`src/rtl/core5_oci_pkg.sv`:
```
// Shared widths, DCT code values, packer states and the message record.
package core5_oci_pkg;
  localparam int DCT_DEPTH = 15;
  localparam int CODE_W    = 2;
  localparam int CNT_W     = 4;
  localparam int BUF_W     = DCT_DEPTH * CODE_W;

  localparam logic [CODE_W-1:0] DCT_TAKEN    = 2'b10;
  localparam logic [CODE_W-1:0] DCT_NOTTAKEN = 2'b01;
  localparam logic [CNT_W-1:0]  CNT_FULL     = CNT_W'(DCT_DEPTH);

  typedef enum logic [1:0] {S_EMPTY, S_FILL, S_WAIT} state_t;

  typedef struct packed {
    logic [BUF_W-1:0] buffer;
    logic [CNT_W-1:0] count;
  } dct_msg_t;
endpackage

```
`src/rtl/core5_oci_msg_slot.sv`:
```
// One-entry valid/ready holding register for a packed DCT message.
// The caller only asserts load when the slot is free (empty or draining).
module core5_oci_msg_slot
  import core5_oci_pkg::*;
(
  input  logic     clk,
  input  logic     jrst_n,
  input  logic     load,
  input  dct_msg_t load_msg,
  input  logic     ready,
  output logic     valid,
  output dct_msg_t msg
);
  logic     valid_q, valid_d;
  dct_msg_t msg_q, msg_d;

  // Reload wins over the handshake so back-to-back messages need no bubble.
  always_comb begin
    valid_d = valid_q;
    msg_d   = msg_q;
    if (load) begin
      valid_d = 1'b1;
      msg_d   = load_msg;
    end else if (ready) begin
      valid_d = 1'b0;
    end
  end

  // Slot register; reset discards any held message.
  always_ff @(posedge clk or negedge jrst_n) begin
    if (!jrst_n) begin
      valid_q <= 1'b0;
      msg_q   <= '0;
    end else begin
      valid_q <= valid_d;
      msg_q   <= msg_d;
    end
  end

  assign valid = valid_q;
  assign msg   = msg_q;
endmodule

```
`src/rtl/core5_cpu_oci_dct_packer.sv`:
```
// Packs retired 2-bit branch codes into a 15-entry buffer and hands full or
// flushed buffers to the trace FIFO through a one-entry message slot.
module core5_cpu_oci_dct_packer
  import core5_oci_pkg::*;
(
  input  logic              clk,
  input  logic              jrst_n,
  input  logic              trc_on,
  input  logic              dct_valid,
  input  logic [CODE_W-1:0] dct_code,
  input  logic              dct_flush,
  input  logic              msg_ready,
  output logic              msg_valid,
  output logic [BUF_W-1:0]  msg_buffer,
  output logic [CNT_W-1:0]  msg_count,
  output logic [BUF_W-1:0]  dct_buffer,
  output logic [CNT_W-1:0]  dct_count,
  output logic              pending,
  output logic              overflow,
  input  logic              overflow_clr
);
  state_t           state_q, state_d;
  logic [BUF_W-1:0] buf_q, buf_d, nbuf, app_buf;
  logic [CNT_W-1:0] cnt_q, cnt_d, ncnt, app_cnt;
  logic             trc_q, overflow_q, overflow_d, ovf_set;
  logic             acc, close, slot_free, slot_load, slot_valid;
  dct_msg_t         slot_in, slot_msg;

  assign acc       = dct_valid && trc_on;
  assign close     = dct_flush || (trc_q && !trc_on);
  assign slot_free = !slot_valid || msg_ready;
  assign app_buf   = {buf_q[BUF_W-CODE_W-1:0], dct_code};
  assign app_cnt   = cnt_q + 1'b1;

  // Packer FSM: append, close into the slot, or park in S_WAIT while it is busy.
  // The buffer is zeroed on every close so an append from empty yields {0, code}.
  always_comb begin
    state_d   = state_q;
    buf_d     = buf_q;
    cnt_d     = cnt_q;
    nbuf      = buf_q;
    ncnt      = cnt_q;
    ovf_set   = 1'b0;
    slot_load = 1'b0;
    slot_in   = '{buffer: buf_q, count: cnt_q};
    case (state_q)
      S_EMPTY, S_FILL: begin
        if (acc && cnt_q == CNT_FULL) begin
          if (slot_free) begin
            // Ship the full buffer; the new code opens a fresh one. A
            // simultaneous close must then wait for the slot just loaded.
            slot_load = 1'b1;
            buf_d     = {{(BUF_W-CODE_W){1'b0}}, dct_code};
            cnt_d     = CNT_W'(1);
            state_d   = close ? S_WAIT : S_FILL;
          end else begin
            ovf_set = 1'b1;
            state_d = S_WAIT;
          end
        end else begin
          if (acc) begin
            nbuf = app_buf;
            ncnt = app_cnt;
          end
          buf_d = nbuf;
          cnt_d = ncnt;
          if (close && ncnt != '0) begin
            if (slot_free) begin
              slot_load = 1'b1;
              slot_in   = '{buffer: nbuf, count: ncnt};
              buf_d     = '0;
              cnt_d     = '0;
              state_d   = S_EMPTY;
            end else begin
              state_d = S_WAIT;
            end
          end else begin
            state_d = (ncnt == '0) ? S_EMPTY : S_FILL;
          end
        end
      end
      S_WAIT: begin
        // Buffer is frozen; codes are dropped and extra flushes merge.
        ovf_set = acc;
        if (slot_free) begin
          slot_load = 1'b1;
          buf_d     = '0;
          cnt_d     = '0;
          state_d   = S_EMPTY;
        end
      end
      default: state_d = S_EMPTY;
    endcase
  end

  // Sticky overflow; a new drop outranks a clear in the same cycle.
  always_comb overflow_d = ovf_set || (overflow_q && !overflow_clr);

  // Packer state registers.
  always_ff @(posedge clk or negedge jrst_n) begin
    if (!jrst_n) begin
      state_q    <= S_EMPTY;
      buf_q      <= '0;
      cnt_q      <= '0;
      trc_q      <= 1'b0;
      overflow_q <= 1'b0;
    end else begin
      state_q    <= state_d;
      buf_q      <= buf_d;
      cnt_q      <= cnt_d;
      trc_q      <= trc_on;
      overflow_q <= overflow_d;
    end
  end

  core5_oci_msg_slot u_slot (
    .clk      (clk),
    .jrst_n   (jrst_n),
    .load     (slot_load),
    .load_msg (slot_in),
    .ready    (msg_ready),
    .valid    (slot_valid),
    .msg      (slot_msg)
  );

  assign msg_valid  = slot_valid;
  assign msg_buffer = slot_msg.buffer;
  assign msg_count  = slot_msg.count;
  assign dct_buffer = buf_q;
  assign dct_count  = cnt_q;
  assign pending    = (state_q == S_WAIT);
  assign overflow   = overflow_q;
endmodule
```
`config.mk`:
```
export PLATFORM = sky130hd
export DESIGN_NAME = core5_cpu_oci_dct_packer
export DESIGN_NICKNAME = d
export VERILOG_FILES = /design/src/rtl/core5_oci_pkg.sv /design/src/rtl/core5_oci_msg_slot.sv /design/src/rtl/core5_cpu_oci_dct_packer.sv
export SDC_FILE = /design/constraint.sdc
export NUM_CORES = 1
export LEC_CHECK = 0
export CAP_MARGIN = 15
export CELL_PAD_IN_SITES_DETAIL_PLACEMENT = 0
export CELL_PAD_IN_SITES_GLOBAL_PLACEMENT = 1
export CORE_ASPECT_RATIO = 1.1
export CORE_UTILIZATION = 36
export DETAILED_ROUTE_END_ITERATION = 10
export GPL_TIMING_DRIVEN = 0
export PLACE_DENSITY_LB_ADDON = 0.1
export SYNTH_ARGS = -nofsm -noshare
export SYNTH_HDL_FRONTEND = slang
export SYNTH_SLANG_ARGS = --single-unit
```
`constraint.sdc`:
```
create_clock -name clk -period 2.64 [get_ports clk]
set_input_delay 0.792 -clock clk [delete_from_list [all_inputs] [get_ports clk]]
set_output_delay 0.792 -clock clk [all_outputs]
set_load 0.005 [all_outputs]
```
==> results.toml, run 1 <==
[run_status]
status = "completed"

[die]
fp-row-count = 37
core_area_um2 = 9351
die_x_um = 95.54
pin_count = 80
die_area_um2 = 10020
initial_utilization_pct = 37.05
die_y_um = 104.9

[cts]
clk_latency_ns = 0.35
cts_buffer_depth = 2
h-tree-depth = 3
clkSlewWorstSetupHoldPaths_ns = 0.08
clock_sinks = 73
numCtsBuffers = 9
clockRootBuffer = "clkbuf_8"
cts_tree = "yes"

[logic_synthesis]
syn_nets = 347
yosysTopAreaCell = "dfrtp_1"
ys.flop_type = "dfrtp_1"
yosysWarnings = 0
synth_most_common_cell = "dfrtp_1"
netlist_area_um2 = 3465
synth.distinct_cells = 49
yosysSeqAreaShare_pct = 52.73
synthTopCellsByCount = "dfrtp_1, a21oi_1, o21ai_0"
synth-edff-count = 0
netlist_instances = 337
async_reset_ff_share_pct = 100.0
synth_area_leaders = "dfrtp_1, a22o_1, a31oi_1"
syn-mean-instance-area_um2 = 10.28
synth-seq-cells = 73
yosysTopAreaCellShare_pct = 52.73

[critical_path]
worstRegToRegCells = 7
max_stage_delay_ns = 0.47
r2r-end = "dct_buffer[27]$_DFFE_PN0P_"
slowest_stage = "clkdlybuf4s50_1"
cp-endpoint = "u_slot.msg[19]$_DFFE_PN0P_"
startpoint_type = "primary input"
r2r-start = "dct_count[0]$_DFFE_PN0P_"
cp.required_ns = 2.91
cp_max_fo = 10
critPathKind = "primary input to flop"
crit_start = "msg_ready"
r2r_setup_slack_ns = 0.19
end_kind = "flop"
crit_arrival_ns = 2.83
critical_path.cell_chain = "clkdlybuf4s50_1, nand2b_1, o21ai_1, nor2_1, clkbuf_1, nand3_1, a31oi_1"

[final_layout]
drive_gt1_share_pct = 13.56
nets = 440
finalInstanceArea_um2 = 4697
nFillCells = 930
syn2layout_area_growth_pct = 35.57
n_antenna_cell = 0
fin_util_pct = 50.23

[timing]
finalSetupViolCount = 0
rsz0062_at_grt = "yes"
fin_crit_sh_pct = 97.01
post-route-min-period_ns = 2.561
maxSlewViolCount = 0
hold_viol = 0
finalClockSkew_ns = 0.009868
max_clock_freq_ghz = 0.3905
slew_headroom_pct = 64.10
fin_ws_ns = 0.07886
tightest_slew_ns = 0.5374
finalSetupTns_ns = 0

[flow_run]
maxCapViolCount = 0

[route]
route.detailed.drc = 0
wire_per_inst_um = 18.61
via_per_inst = 5.748
vias = 3173
ant_nets = 0
wl_mm = 10.27
drt_pre_antenna_iters = 5
drt_iter0_drc = 149

[grt]
grt_pass1_wl_mm = 16.64
grt_use_met1_pct = 32.01
met3_usage_pct = 3.566
grt-ovfl-total = 0
grt_max_degree = 62
gr-max-usage-layer = "met1"
grt_pass1_vias = 3091
grt_use_total_pct = 21.79
antenna_found_initial = 0
grt_use_met2_pct = 31.99

[placed_design]
place_hpwl_mm = 6.802
port_buffers = 79
place_area_um2 = 4427
gp_congestion = 0.8285
place_ws_ns = -0.7330

[min_path]
hp-class = "primary input to asynchronous set/reset pin"

[power]
leakagePower_nw = 1.896
total_power_mw = 5.286
vdd_drop_max_v = 0.0005825
power_density_nw_per_um2 = 1125
==> report_power, final <==
part	switching (mW)	internal (mW)	total, mW
Combinational	1.32	1.17	2.49
Sequential	0.248	1.46	1.71
Clock	0.451	0.632	1.08
Total	2.02	3.26	5.29
==> kinds of logic (layout without fill, tap and decap cells) <==
kind of cell / count (synthesis) / in the layout / share of synthesized area (%)
AOI/OAI and AO/OA: 154 / 154 / 29.47
DFF: 73 / 73 / 52.73
and+or+nand+nor: 72 / 72 / 11.09
buffers and inverters: 33 / 131 / 4.983
xor gates and xnor gates: 2 / 2 / 0.5057
muxes: 2 / 2 / 0.8668
adders and majority gates: 1 / 1 / 0.3611
==> worst min-delay path by stage <==
stage | startpoint | end | slack [ns]
5_1_grt | jrst_n | overflow$_DFF_PN0_ | 0.29
6_report | jrst_n | u_slot.msg[7]$_DFFE_PN0P_ | 0.29
3_5_place_dp | u_slot.msg[3]$_DFFE_PN0P_ | u_slot.msg[3]$_DFFE_PN0P_ | 0.50
2_1_floorplan | jrst_n | dct_buffer[0]$_DFFE_PN0P_ | 0.50
4_1_cts | jrst_n | state_q[1]$_DFFE_PN0P_ | 0.28
3_3_place_gp | u_slot.msg[3]$_DFFE_PN0P_ | u_slot.msg[3]$_DFFE_PN0P_ | 0.50
==> stage by stage <==
step | hold slack (ns) | instances
after floorplan | 0.4964 | 337
after global routing | 0.2856 | 552
after global placement | 0.4995 | 533
after CTS | 0.2801 | 552
final | 0.2877 | 552
after detailed placement | 0.4978 | 534
==> cells in the final DEF, fill, tap and decap left out, drive strengths merged, types with 2 or more instances in the layout <==
cell           instances
clkdlybuf4s50         76
dfrtp                 73
o21ai                 37
a21oi                 36
nand3                 34
a31oi                 33
a22o                  29
buf                   23
clkbuf                23
nand2                 11
nor2                   7
or2                    4
nor3                   4
nor2b                  3
bufinv                 3
o21a                   3
o32a                   3
inv                    3
and2                   2
a221o                  2
or3                    2
a32o                   2
mux2                   2
clkinvlp               2
==> critical path: cells and delay by family <==
family                 cells  cell delay [ns]
AOI/OAI and AO/OA          2             0.40
buffers and inverters      2             0.93
and+or+nand+nor            3             0.70
==> repair_timing <==
item / in CTS / in global routing
pin swaps: 1 / 0
setup endpoints to repair: 66 / 51
hold buffers: 0 / 0
setup buffers: 2 / 0
gates resized for setup: 7 / 9
==> layer usage <==
layer	up-vias	wire length, µm	part of all wire, %
li1	1490	-	-
met1	1573	4794	47
met2	94	4813	47
met3	16	497	4.8
met4	0	165	1.6
met5	-	0	0
==> registers in the layout, indices dropped and copies added, names as in the netlist <==
signal	flops
overflow	1
dct_buffer	30
state_q	2
u_slot.msg	34
u_slot.valid	1
trc_q	1
dct_count	4
==> cell type report <==
| cell class | instances | area (µm²) | share of cell area [%] |
|---|---|---|---|
| multi-input cells | 231 | 1479 | 31.49 |
| well taps | 117 | 146.4 | 3.117 |
| clock inverters | 6 | 113.9 | 2.424 |
| plain buffers | 31 | 171.4 | 3.649 |
| flip-flops and latches | 73 | 1827 | 38.89 |
| inverters | 2 | 7.507 | 0.1598 |
| clock buffers | 10 | 127.6 | 2.717 |
| repair buffers | 82 | 824.5 | 17.55 |
(Power assumes the default switching activity.)
==> inputs of run 2 (changes only) <==
CORE_ASPECT_RATIO = 1.2   (was 1.1)
DONT_BUFFER_PORTS = 1   (was default)
==> results.toml, run 2 (synthesis gave the netlist of run 1 again) <==
[run_status]
status = "completed"

[route]
met3_wirelength_um = 732
wl_met2_mm = 4.737
wl_mm = 10.29
wire_per_inst_um = 21.74
drt_iter0_drc = 136
vias = 2928
via_per_inst = 6.190
drt_pre_antenna_iters = 4
ant_nets = 0
route.detailed.drc = 0
wl_met1_mm = 4.597
top_layer_used = "met4"

[critical_path]
worstRegToRegCells = 7
slowest_stage = "dfrtp_1"
critical_path.cell_chain = "ha_1, nand2_1, o21a_2, a221oi_4, clkbuf_1, a21oi_1, a31oi_1"
startpoint_type = "flop"
cp.required_ns = 2.91
path_buf_inv = 1
r2r_setup_slack_ns = 0.18
crit_arrival_ns = 2.73
end_kind = "flop"
cp_max_fo = 10
cp.depth = 7
critPathKind = "flop to flop"
critPathTopFamily = "compound AO/OA/AOI/OAI gates"
max_stage_delay_ns = 0.56

[grt]
grt_pass1_wl_mm = 16.18
grt_use_total_pct = 21.19
antenna_found_initial = 0
grt-ovfl-total = 0
grt_max_degree = 74
grt_pass1_vias = 2816

[die]
initial_utilization_pct = 37.76
fp-row-count = 38
die_x_um = 91.56
die_area_um2 = 10020
core_area_um2 = 9176
die_y_um = 109.5
pin_count = 80

[placed_design]
port_buffers = 0
place_ws_ns = -0.06440
dp.cells = 457
place_hpwl_mm = 6.806
gp_congestion = 0.8082
place_area_um2 = 3615

[power]
leakagePower_nw = 1.564
power_density_nw_per_um2 = 1181
total_power_mw = 4.555
vdd_drop_max_v = 0.0006468

[timing]
post-route-min-period_ns = 2.464
finalClockSkew_ns = 0.007166
slew_headroom_pct = 61.81
max_clock_freq_ghz = 0.4059
hold_viol = 0
tightest_slew_ns = 0.5711
fin_crit_sh_pct = 93.33
fin_worst_hold_slack_ns = 0.1249
fin_ws_ns = 0.1762
finalSetupTns_ns = 0
maxSlewViolCount = 0
finalSetupViolCount = 0

[final_layout]
layout_commonest_cell = "dfrtp_1"
fin_util_pct = 42.04
drive_gt1_share_pct = 14.16
syn2layout_area_growth_pct = 11.34
fin_cells = 473
regArea_um2 = 1827
finalInstanceArea_um2 = 3857
n_antenna_cell = 0
nets = 358
mostFrequentLayoutCells = "dfrtp_1, o21ai_0, a21oi_1, a31oi_1, nand3_1"
nFillCells = 929
largest_register_ffs = 34
multi_input_area_um2 = 1476

[flow_run]
maxCapViolCount = 0

[cts]
clockRootBuffer = "clkbuf_8"
numCtsBuffers = 9
clock_sinks = 73
cts_buffer_depth = 2
cts_tree = "yes"
clkSlewWorstSetupHoldPaths_ns = 0.08
h-tree-depth = 3
postCtsSetupRepairBufs = 0
clk_latency_ns = 0.35

[min_path]
hp-class = "primary input to asynchronous set/reset pin"
run 2: cell count changes in the layout (fill, tap and decap cells not counted), moves of 3 or more:
cell	before	now
buf_4	6	3
clkdlybuf4s50_1	76	0
clkbuf_2	7	3
clkbuf_1	7	10
run 2: final cells by class:
class,count,share of cell area [%]
Sequential cell,73,47.36
Multi-Input combinational cell,231,38.27
Buffer,31,4.346
Tap cell,120,3.892
Clock buffer,10,3.568
Clock inverter,6,2.368
Inverter,2,0.1946
run 2: repair_timing:
item	in CTS	in global routing
gates resized for setup	1	5
endpoints found under the hold margin	0	0
hold buffers	0	0
endpoints found under the setup margin	20	33
run 2: worst paths after layout:
check,start,endpoint
worst max-delay path,dct_count[0]$_DFFE_PN0P_,u_slot.msg[10]$_DFFE_PN0P_
worst min-delay path,jrst_n,dct_buffer[26]$_DFFE_PN0P_
worst max register to register,dct_count[0]$_DFFE_PN0P_,u_slot.msg[10]$_DFFE_PN0P_
worst min register to register,u_slot.msg[3]$_DFFE_PN0P_,u_slot.msg[3]$_DFFE_PN0P_
max in group asynchronous,jrst_n,u_slot.msg[10]$_DFFE_PN0P_
min in group clk,trc_on,trc_q$_DFF_PN0_
run 2: per-layer routing:
metal | track usage [%] | vias to the layer above
met5 | 0 | -
met4 | 9.524 | 0
met3 | 5.187 | 25
met2 | 32.65 | 115
li1 | - | 1318
met1 | 28.31 | 1470
run 2: where the power goes:
part / total, mW / switching, mW / internal, mW / leakage, nW
combinational: 1.74 / 1.12 / 0.621 / 0.518
sequential: 1.80 / 0.337 / 1.47 / 0.941
clock: 1.01 / 0.450 / 0.559 / 0.105
total: 4.56 / 1.91 / 2.65 / 1.56
run 2: worst reg2reg max path, stage by stage (launching register included):
cell and delay [ns]:
dfrtp_1 0.56, ha_1 0.26, nand2_1 0.11, o21a_2 0.28
a221oi_4 0.45, clkbuf_1 0.44, a21oi_1 0.13, a31oi_1 0.17
==> inputs of run 3 (changes only) <==
CAP_MARGIN = 25   (was 15)
==> results of run 3 <==
Final layout, timing and power as in run 2 (identical DEF).
